### src/rtl/tx_frame_queue_pkg.sv
// Shared definitions for the transmit frame queue: frame width, default
// queue sizing and the encoder-pacing FSM state encodings.
package tx_frame_queue_pkg;

    localparam int FRAME_SIZE     = 16;
    localparam int TXQ_DEPTH      = 4;
    localparam int TXQ_GAP_CYCLES = 2;

    typedef enum logic [1:0] {
        TXQ_IDLE = 2'd0,
        TXQ_SEND = 2'd1,
        TXQ_GAP  = 2'd2
    } txq_state_e;

endpackage

### src/rtl/tx_frame_queue_frame_fifo.sv
// Circular frame store with registered occupancy; a push while full is
// dropped and flagged by a one-cycle overflow pulse.
module frame_fifo
    import tx_frame_queue_pkg::*;
#(
    parameter int WIDTH = FRAME_SIZE,
    parameter int DEPTH = TXQ_DEPTH,
    localparam int PW   = $clog2(DEPTH),
    localparam int LW   = $clog2(DEPTH + 1)
) (
    input  logic             clock,
    input  logic             reset,
    input  logic             i_push,
    input  logic [WIDTH-1:0] i_data,
    input  logic             i_pop,
    output logic [WIDTH-1:0] o_head,
    output logic             o_full,
    output logic             o_empty,
    output logic [LW-1:0]    o_level,
    output logic             o_overflow
);

    logic [WIDTH-1:0] r_mem [DEPTH];
    logic [PW-1:0]    r_wr_ptr;
    logic [PW-1:0]    r_rd_ptr;
    logic [LW-1:0]    r_level;
    logic             r_overflow;
    logic             w_full;
    logic             w_do_push;

    // Fullness comes from the registered level, so a same-cycle pop never
    // frees a slot for the incoming write.
    assign w_full    = (r_level == LW'(DEPTH));
    assign w_do_push = i_push && !w_full;

    always_ff @(posedge clock) begin
        if (w_do_push)
            r_mem[r_wr_ptr] <= i_data;
    end

    always_ff @(posedge clock or negedge reset) begin
        if (!reset) begin
            r_wr_ptr   <= '0;
            r_rd_ptr   <= '0;
            r_level    <= '0;
            r_overflow <= 1'b0;
        end else begin
            r_overflow <= i_push && w_full;
            if (w_do_push)
                r_wr_ptr <= r_wr_ptr + PW'(1);
            if (i_pop)
                r_rd_ptr <= r_rd_ptr + PW'(1);
            case ({w_do_push, i_pop})
                2'b10:   r_level <= r_level + LW'(1);
                2'b01:   r_level <= r_level - LW'(1);
                default: r_level <= r_level;
            endcase
        end
    end

    assign o_head     = r_mem[r_rd_ptr];
    assign o_full     = w_full;
    assign o_empty    = (r_level == '0);
    assign o_level    = r_level;
    assign o_overflow = r_overflow;

endmodule

### src/rtl/tx_frame_queue.sv
// Host-side transmit queue: buffers frames and feeds them to the encoder one
// at a time, holding start low for an idle gap after each completion.
module tx_frame_queue #(
    parameter int FRAME_SIZE = tx_frame_queue_pkg::FRAME_SIZE,
    parameter int DEPTH      = tx_frame_queue_pkg::TXQ_DEPTH,
    parameter int GAP_CYCLES = tx_frame_queue_pkg::TXQ_GAP_CYCLES,
    localparam int LW        = $clog2(DEPTH + 1)
) (
    input  logic                  clock,
    input  logic                  reset,
    input  logic                  wr_en,
    input  logic [FRAME_SIZE-1:0] wr_data,
    output logic                  full,
    output logic                  empty,
    output logic [LW-1:0]         level,
    output logic                  overflow,
    output logic [FRAME_SIZE-1:0] enc_data,
    output logic                  enc_start,
    input  logic                  enc_irq,
    output logic                  sent
);
    import tx_frame_queue_pkg::*;

    localparam int CW = $clog2(GAP_CYCLES + 1);

    txq_state_e            r_state;
    logic [CW-1:0]         r_gap_cnt;
    logic [FRAME_SIZE-1:0] r_enc_data;
    logic                  r_enc_start;
    logic                  r_sent;
    logic [FRAME_SIZE-1:0] w_head;
    logic                  w_empty;
    logic                  w_pop;

    assign w_pop = (r_state == TXQ_IDLE) && !w_empty;

    frame_fifo #(
        .WIDTH (FRAME_SIZE),
        .DEPTH (DEPTH)
    ) u_fifo (
        .clock      (clock),
        .reset      (reset),
        .i_push     (wr_en),
        .i_data     (wr_data),
        .i_pop      (w_pop),
        .o_head     (w_head),
        .o_full     (full),
        .o_empty    (w_empty),
        .o_level    (level),
        .o_overflow (overflow)
    );

    always_ff @(posedge clock or negedge reset) begin
        if (!reset) begin
            r_state     <= TXQ_IDLE;
            r_gap_cnt   <= '0;
            r_enc_data  <= '0;
            r_enc_start <= 1'b0;
            r_sent      <= 1'b0;
        end else begin
            r_sent <= 1'b0;
            case (r_state)
                TXQ_IDLE: begin
                    if (!w_empty) begin
                        r_enc_data  <= w_head;
                        r_enc_start <= 1'b1;
                        r_state     <= TXQ_SEND;
                    end
                end
                TXQ_SEND: begin
                    if (enc_irq) begin
                        r_enc_start <= 1'b0;
                        r_sent      <= 1'b1;
                        r_gap_cnt   <= CW'(GAP_CYCLES - 1);
                        r_state     <= TXQ_GAP;
                    end
                end
                TXQ_GAP: begin
                    // A lingering irq would look like completion of the next
                    // frame, so wait for it to drop before restarting.
                    if (r_gap_cnt != '0)
                        r_gap_cnt <= r_gap_cnt - CW'(1);
                    else if (!enc_irq)
                        r_state <= TXQ_IDLE;
                end
                default: r_state <= TXQ_IDLE;
            endcase
        end
    end

    assign empty     = w_empty;
    assign enc_data  = r_enc_data;
    assign enc_start = r_enc_start;
    assign sent      = r_sent;

endmodule

### config.mk
export PLATFORM = sky130hd
export DESIGN_NAME = tx_frame_queue
export DESIGN_NICKNAME = d
export VERILOG_FILES = /design/src/rtl/tx_frame_queue_pkg.sv /design/src/rtl/tx_frame_queue_frame_fifo.sv /design/src/rtl/tx_frame_queue.sv
export SDC_FILE = /design/constraint.sdc
export NUM_CORES = 1
export LEC_CHECK = 0
export CORE_MARGIN = 4
export CORE_UTILIZATION = 35
export DETAILED_ROUTE_END_ITERATION = 6
export PLACE_DENSITY = 0.52
export SETUP_SLACK_MARGIN = 0.2
export SYNTH_ARGS = -nofsm -noshare
export SYNTH_HDL_FRONTEND = slang
export SYNTH_HIERARCHICAL = 1
export SYNTH_SLANG_ARGS = --single-unit
### constraint.sdc
create_clock -name clock -period 4.3 [get_ports clock]
set_input_delay 0.86 -clock clock [delete_from_list [all_inputs] [get_ports clock]]
set_output_delay 0.86 -clock clock [all_outputs]
set_load 0.02 [all_outputs]
### Yosys cells after proc, flatten, opt, wreduce, memory -nomap -nowiden

Memory sizes are Yosys's and may differ from the RTL's. A register that Yosys moved wholly into a read port is not among the register bits.
Cells that the tools add are included.

* memories kept: 1
* register bits: 14
* word-level logic and storage cells: 57
* output and inout bits: 24
* bits of input ports: 20
* RAM bits: 64

Memory list
* u_fifo.r_mem: words 4, width 16, rd ports 1, clocked after memory_dff 1, write ports 1, RTL line tx_frame_queue_frame_fifo.sv:23 `logic [WIDTH-1:0] r_mem [DEPTH];`

* bitwise operators: 1
* eq/ne operators: 10
* reduce and logical (&&, ||, !) cells: 16
* add/subtract/negate cells: 5
* mux-type cells: 16

Operator list (number)
* 2-bit two-way mux: 6
* 2-bit != test, second input constant: 5
* 2-bit nonzero test: 4
* 1-bit two-way mux: 6
* 2-bit case mux with 3 select lines: 1
* 3-bit case mux with 2 select lines: 1
* 3-bit AND reduction: 2
* 2-bit by 1-bit adder with 2-bit output, second input constant: 2
* 2-bit by 1-bit == test with 1-bit output, second input constant: 2
* 2-bit == test, second input constant: 2
* 2-bit case mux with 2 select lines: 1
* 4-bit AND reduction: 1
* 3-bit by 1-bit adder with 3-bit output, second input constant: 1
* 3-bit == test, second input constant: 1
* 1-bit logical AND: 3
* 1-bit logical NOT: 3
* 3-bit logical NOT: 1
* 3-bit by 1-bit subtractor with 3-bit output, second input constant: 1
* 2-bit logical NOT: 1
* 1-bit case mux with 2 select lines: 1
* 2-bit AND reduction: 1
* 2-bit by 1-bit subtractor with 2-bit output, second input constant: 1
* 1-bit NOT: 1

### Depth between registers and ports, before layout

Gate-level depths: netlist of run 1.

* word-level depth: 5
* depth in mapped cells: 9
* mapped depth without buffers: 9

### By module

Netlist of run 1, hierarchy kept.

Modules (own cells, without submodules)
* frame_fifo: cells each 122, area an instance 2812.7 um^2, sequential area each 2122.0 um^2, times used 1
* tx_frame_queue: cells each 62, area an instance 925.9 um^2, sequential area each 550.5 um^2, times used 1

### Worst setup path before layout of run 1

OpenSTA, ideal clock, no wires.

* path type: register to register
* start: register u_fifo.r_level[0], in the netlist u_fifo/o_level[0]
* end: register u_fifo.r_level[2], in the netlist u_fifo/o_level[2]
* period minus slack after synthesis: 2.570 ns
* buffers on the path: 1
* arrival time: 2.438 ns
* library setup time: 0.132 ns
* setup slack: 1.730 ns
* cell stages (with the launch flop): 10
* required time: 4.168 ns
* path through: dfrtp_1 -> nor3_1 -> nor3_4 -> buf_12 -> ha_1 -> inv_1 -> fa_1 -> xor2_1 -> nor2_1 -> xor2_1

* word-level cells in the longest chain between the ends: 5
* elaborated cells on any way between the ends: 12
* classes of those cells: add/sub: 2; eq/ne: 3; mux: 1; reduce/logical: 6

Ends and longest elaborated chain
* start: declaration: RTL line tx_frame_queue_frame_fifo.sv:26 `logic [LW-1:0] r_level;`
* start signal: assignment: RTL line tx_frame_queue_frame_fifo.sv:54 `2'b10: r_level <= r_level + LW'(1);`
* start signal: assignment: RTL line tx_frame_queue_frame_fifo.sv:55 `2'b01: r_level <= r_level - LW'(1);`
* start signal: assignment: RTL line tx_frame_queue_frame_fifo.sv:56 `default: r_level <= r_level;`
* 3-bit logical NOT *: RTL line tx_frame_queue_frame_fifo.sv:63 `assign o_empty = (r_level == '0);`
* net empty: RTL line tx_frame_queue.sv:14 `output logic empty,`
* 1-bit logical NOT *
* 1-bit logical AND *: RTL line tx_frame_queue.sv:35 `assign w_pop = (r_state == TXQ_IDLE) && !w_empty;`
* net w_pop: RTL line tx_frame_queue.sv:33 `logic w_pop;`
* 2-bit by 1-bit == test with 1-bit output or 2-bit == test (tied branches): RTL line tx_frame_queue_frame_fifo.sv:53 `case ({w_do_push, i_pop})`
* 3-bit case mux with 2 select lines or 2-bit nonzero test (tied branches)

The timed path passes the listed nets; every way through them passes the cells marked *.
A chain may end at the register's enable or synchronous reset.

### Final worst setup path of run 1

* start: register u_fifo.r_level[0], in the netlist u_fifo/o_level[0]
* end: output empty

* word-level cells in the longest chain between the ends: 1

Ends and longest elaborated chain (RTL line)
* 3-bit logical NOT: tx_frame_queue_frame_fifo.sv:63
* end: declaration: tx_frame_queue.sv:14

Every way passes these cells.

==> results of run 1 <==
-- per-layer routing --
| layer | wire, um | vias to the layer above | GRT usage, % |
|---|---|---|---|
| met1 | 2900 | 856 | 14.1 |
| met3 | 305 | 6 | 4.57 |
| met5 | 0 | - | 0 |
| li1 | - | 803 | - |
| met2 | 2980 | 44 | 16.9 |
| met4 | 51 | 0 | 3.24 |
-- cells in the final DEF, fill, tap and decap left out, types with 2 or more instances in the layout --
master           count
a21oi_1              3
clkbuf_8            11
clkinv_4             2
inv_1                9
nor2_1               7
mux2_4              10
mux4_1               8
nand2b_1             2
nand2_1              2
dfrtp_1             30
xor2_1               3
edfxtp_1            64
and2_1               5
clkdlybuf4s50_1     42
mux4_2               8
mux2_2               7
ha_1                 6
xnor2_1              3
-- state kept, by name (all words and copies together) (netlist names) --
register	cells
u_fifo/r_wr_ptr	2
r_state	2
u_fifo/r_mem	64
u_fifo/o_overflow	1
u_fifo/r_rd_ptr	2
r_gap_cnt	2
enc_data	16
sent	1
enc_start	1
u_fifo/o_level	3
-- per-stage QoR --
stage / worst slack (ns) / hold slack [ns] / utilization (%) / area, um2
after floorplan: 1.73 / 0.517 / - / 3740
after global placement: 1.57 / 0.495 / 41.3 / 4280
after detailed placement: 1.57 / 0.499 / 41.3 / 4280
after CTS: 1.35 / 0.520 / 43.1 / 4470
after global routing: 1.27 / 0.536 / 43.1 / 4470
final: 1.39 / 0.513 / 43.1 / 4470
-- worst max-delay path, stage by stage (launching register included) --
cell	delay, ns
dfrtp_1	0.47
nor3_1	0.53
clkdlybuf4s50_1	0.71
-- area by class of cell --
class / count / area share [%]
inverter: 9 / 0.757
timing repair buffer: 44 / 9.69
clock buffer: 11 / 3.39
sequential: 94 / 59.8
clock inverter: 5 / 0.757
tap: 136 / 3.81
multi-input combinational: 76 / 21.7
-- worst min-delay path by stage --
stage            startpoint            to  slack, ns  cells after the start
2_1_floorplan    r_state[1]    r_state[0]       0.52                      1
3_3_place_gp    enc_data[4]   enc_data[4]       0.50                      1
3_5_place_dp    enc_data[3]   enc_data[3]       0.50                      1
4_1_cts         enc_data[3]   enc_data[3]       0.52                      1
5_1_grt        enc_data[15]  enc_data[15]       0.54                      1
6_report        enc_data[3]   enc_data[3]       0.51                      1
-- cells by family after synthesis --
logic type / share of synthesized area, %
flip-flops: 71.5
multiplexers: 16.8
AND/OR/NAND/NOR: 3.88
buffers and inverters: 2.54
AO/OA/AOI/OAI: 1.31
adder cells (fa/ha/maj): 2.54
XOR/XNOR: 1.41
-- report_power, final --
part           internal (uW)  switching, uW  leakage [uW]
Clock                    241            290     0.0000930
Combinational            653            517      0.000608
Sequential              1250            200      0.000941
==> impl_metrics.ini, run 1 <==
[die]
start_util_pct = 36.1
num_io_pins = 44
die_area_um2 = 12400
core_area_um2 = 10400
rows = 37
die_h_um = 111
die_width_um = 111

[clock_network]
clk_root_buffer_cell = clkbuf_8
clk_latency_ns = 0.35
cts_made_buffers = 9
cts_setup_buffers = 0
clock-sinks = 94
cts_resized = 0
clk_pin_slew_ns = 0.09
cts_hold_buf = 0
clockBufferDepth = 2
htree_levels = 3
cts_tree = yes

[placed_design]
dp_hpwl_um = 3890
placed_cells = 359
port_buffers = 43
gp_congestion = 0.640

[sta]
setup_viol = 0
clock.fmax_ghz = 0.343
min_period_ns = 2.91
final.setup.tns_ns = 0
tightest_slew_ns = 1.04
slew_viol_final = 0
fin_skew_ns = 0.00918
rsz0062_at_grt = false
hold_violations = 0
max_slew_margin_pct = 30.6
final.period_utilization_pct = 67.7

[layout]
n_antenna_cell = 0
area_growth_pct = 19.4
post_route_cells_drive_above_1_share_pct = 19.7
final_cells = 375
regArea_um2 = 2670
layout.nets = 261
nFillCells = 943
multi_input_area_um2 = 971

[critical_path]
rr_worst_depth = 9
crit_end = empty
worstPathMaxFanout = 5
end_kind = output pin
cp_data_arrival_time_ns = 2.05
reg2reg_slack_ns = 2.03
required_ns = 3.44
crit_start = u_fifo/o_level[0]
r2r_end = u_fifo/o_level[2]
path_class = flip-flop to output pin
crit_path_start_kind = flip-flop
worstReg2RegStart = u_fifo/o_level[0]

[grt]
track_usage_pct = 10.9
grt_first_pass_wirelength_um = 10300
grt_max_degree = 31
antenna_found_initial = 0
grt-ovfl-total = 0
grt_pass1_vias = 1860

[worst_hold_path]
hold_class = flip-flop to flip-flop

[route]
ant_nets = 0
dr.pass1.iters = 4
drt-wirelength-per-cell_um = 16.6
route.detailed.drc = 0
vias = 1709
drt_iter0_drc = 45
wirelength_um = 6240
avgViaCountPerCell = 4.56

[yosys]
ys_seq_area_share_pct = 71.5
ys_top_cells_by_area = edfxtp_1 (51%), dfrtp_1 (20%), mux4_1 (5.6%), mux4_2 (4.8%), mux2_4 (4.0%)
syn-cell-area_um2 = 3740
yosys.area.top_type_share_pct = 51.4
yosysMostFrequentCell = edfxtp_1
syn_area_per_cell_um2 = 20.3
synth_nets = 211
ys_async_sr_fraction_pct = 31.9
ys.flop_type = edfxtp_1
synthCells = 184
ys_warn_count = 6
yosysTopAreaCell = edfxtp_1
synth_cell_types = 30
synth_seq_cells = 94
synth.top_cells.by_count = edfxtp_1 (64), dfrtp_1 (30), mux2_4 (10)
synth-edff-count = 64

[power_and_ir_drop]
p_leak_uw = 0.00164
cellPowerDensity_nw_per_um2 = 706
p_total_uw = 3150
vdd_drop_max_mv = 0.276

[outcome]
status = completed

[flow_run]
cap_violations = 0
(Power assumes the default switching activity.)
==> run 2: changes to the inputs <==
clock period = 3 ns   (was 4.3 ns; I/O delays follow)
==> impl_metrics.ini, run 2 (synthesized netlist as in run 1, its figures left out) <==
[outcome]
status = completed

[power_and_ir_drop]
p_total_uw = 4610
vdd_drop_max_mv = 0.468
p_leak_uw = 0.00168
cellPowerDensity_nw_per_um2 = 1020

[sta]
rsz0062_at_grt = false
setup_viol = 0
fin_skew_ns = 0.0135
max_slew_margin_pct = 47.2
final.setup.tns_ns = 0
tightest_slew_ns = 0.792
final.period_utilization_pct = 89.5
clock.fmax_ghz = 0.372
slew_viol_final = 0
min_period_ns = 2.68
hold_violations = 0

[flow_run]
cap_violations = 0

[clock_network]
clockBufferDepth = 2
cts_setup_buffers = 0
clock-sinks = 94
clk_pin_slew_ns = 0.08
clk_latency_ns = 0.35
clk_root_buffer_cell = clkbuf_8
cts_tree = yes
htree_levels = 3
cts_made_buffers = 9
cts_resized = 0
cts_hold_buf = 0

[route]
route.met3.wl_um = 309
met2_wirelength_um = 3080
ant_nets = 0
wirelength_um = 6270
met1_length_um = 2820
highest_layer = met4
vias = 1732
drt-wirelength-per-cell_um = 16.4
drt_iter0_drc = 62
route.detailed.drc = 0
dr.pass1.iters = 4
avgViaCountPerCell = 4.55

[critical_path]
reg2reg_slack_ns = 0.97
end_kind = output pin
required_ns = 2.40
r2r_end = u_fifo/o_level[2]
rr_worst_depth = 8
worstReg2RegStart = u_fifo/o_level[0]
cp_data_arrival_time_ns = 2.08
crit_path_start_kind = flip-flop
worstPathMaxFanout = 5
path_class = flip-flop to output pin

[layout]
layout.nets = 268
n_antenna_cell = 0
largest_reg_flops = 64
layout_common_cells = edfxtp_1 (64), clkdlybuf4s50_1 (42), dfrtp_1 (30)
final_common_cell = edfxtp_1
post_route_cells_drive_above_1_share_pct = 21.6
regMostFlops = u_fifo/r_mem
post-route-util_pct = 43.7
area_growth_pct = 21.1

[grt]
track_usage_pct = 10.7
antenna_found_initial = 0
grt_pass1_vias = 1833
grt_max_degree = 31
grt-ovfl-total = 0
grt_first_pass_wirelength_um = 10100

[die]
start_util_pct = 36.1
die_area_um2 = 12400
core_area_um2 = 10400
die_width_um = 111
die_h_um = 111
rows = 37
num_io_pins = 44

[worst_hold_path]
hold_class = primary input to asynchronous set/reset pin

[placed_design]
port_buffers = 43
gp_congestion = 0.661
dp_hpwl_um = 4050
==> run 2: per-stage QoR <==
stage	cells	area [um2]	hold WS, ns	setup WS (ns)
4_1_cts	381	4530	0.343	0.264
3_5_place_dp	366	4330	0.497	0.655
5_1_grt	381	4530	0.355	0.211
6_report	381	4530	0.334	0.315
2_1_floorplan	184	3740	0.304	0.430
3_3_place_gp	366	4330	0.494	0.691
==> run 2: power by group <==
part / internal (uW) / switching, uW
logic: 974 / 799
registers: 1790 / 238
clock network: 404 / 411
==> run 2: cell type report <==
| cell class | count | area (um2) |
|---|---|---|
| inverter | 9 | 33.8 |
| clock buffer | 10 | 138 |
| tap | 136 | 170 |
| multi-input combinational | 76 | 971 |
| timing repair buffer | 51 | 485 |
| sequential | 94 | 2670 |
| clock inverter | 5 | 57.6 |
| fill | 952 | 5840 |
==> run 2: critical path, cell delays in order (launching register included) <==
cell and delay [ns]:
dfrtp_1 0.46, nor3_1 0.56, clkdlybuf4s50_1 0.72
==> run 2: metal layers <==
metal	GRT usage, %	vias to the layer above
met5	0	-
met4	2.92	0
li1	-	820
met2	17.3	53
met1	14.0	855
met3	3.32	4
==> run 2: how the worst max path moves through the flow <==
stage                                   end               from  depth (start not counted)  slack, ns
after floorplan           u_fifo/o_level[2]  u_fifo/o_level[0]                          9       0.43
after global placement    u_fifo/o_level[2]              wr_en                          9       0.69
after detailed placement  u_fifo/o_level[2]              wr_en                          9       0.66
after CTS                             empty  u_fifo/o_level[0]                          2       0.26
after global routing                  empty  u_fifo/o_level[0]                          2       0.21
final                                 empty  u_fifo/o_level[0]                          2       0.32
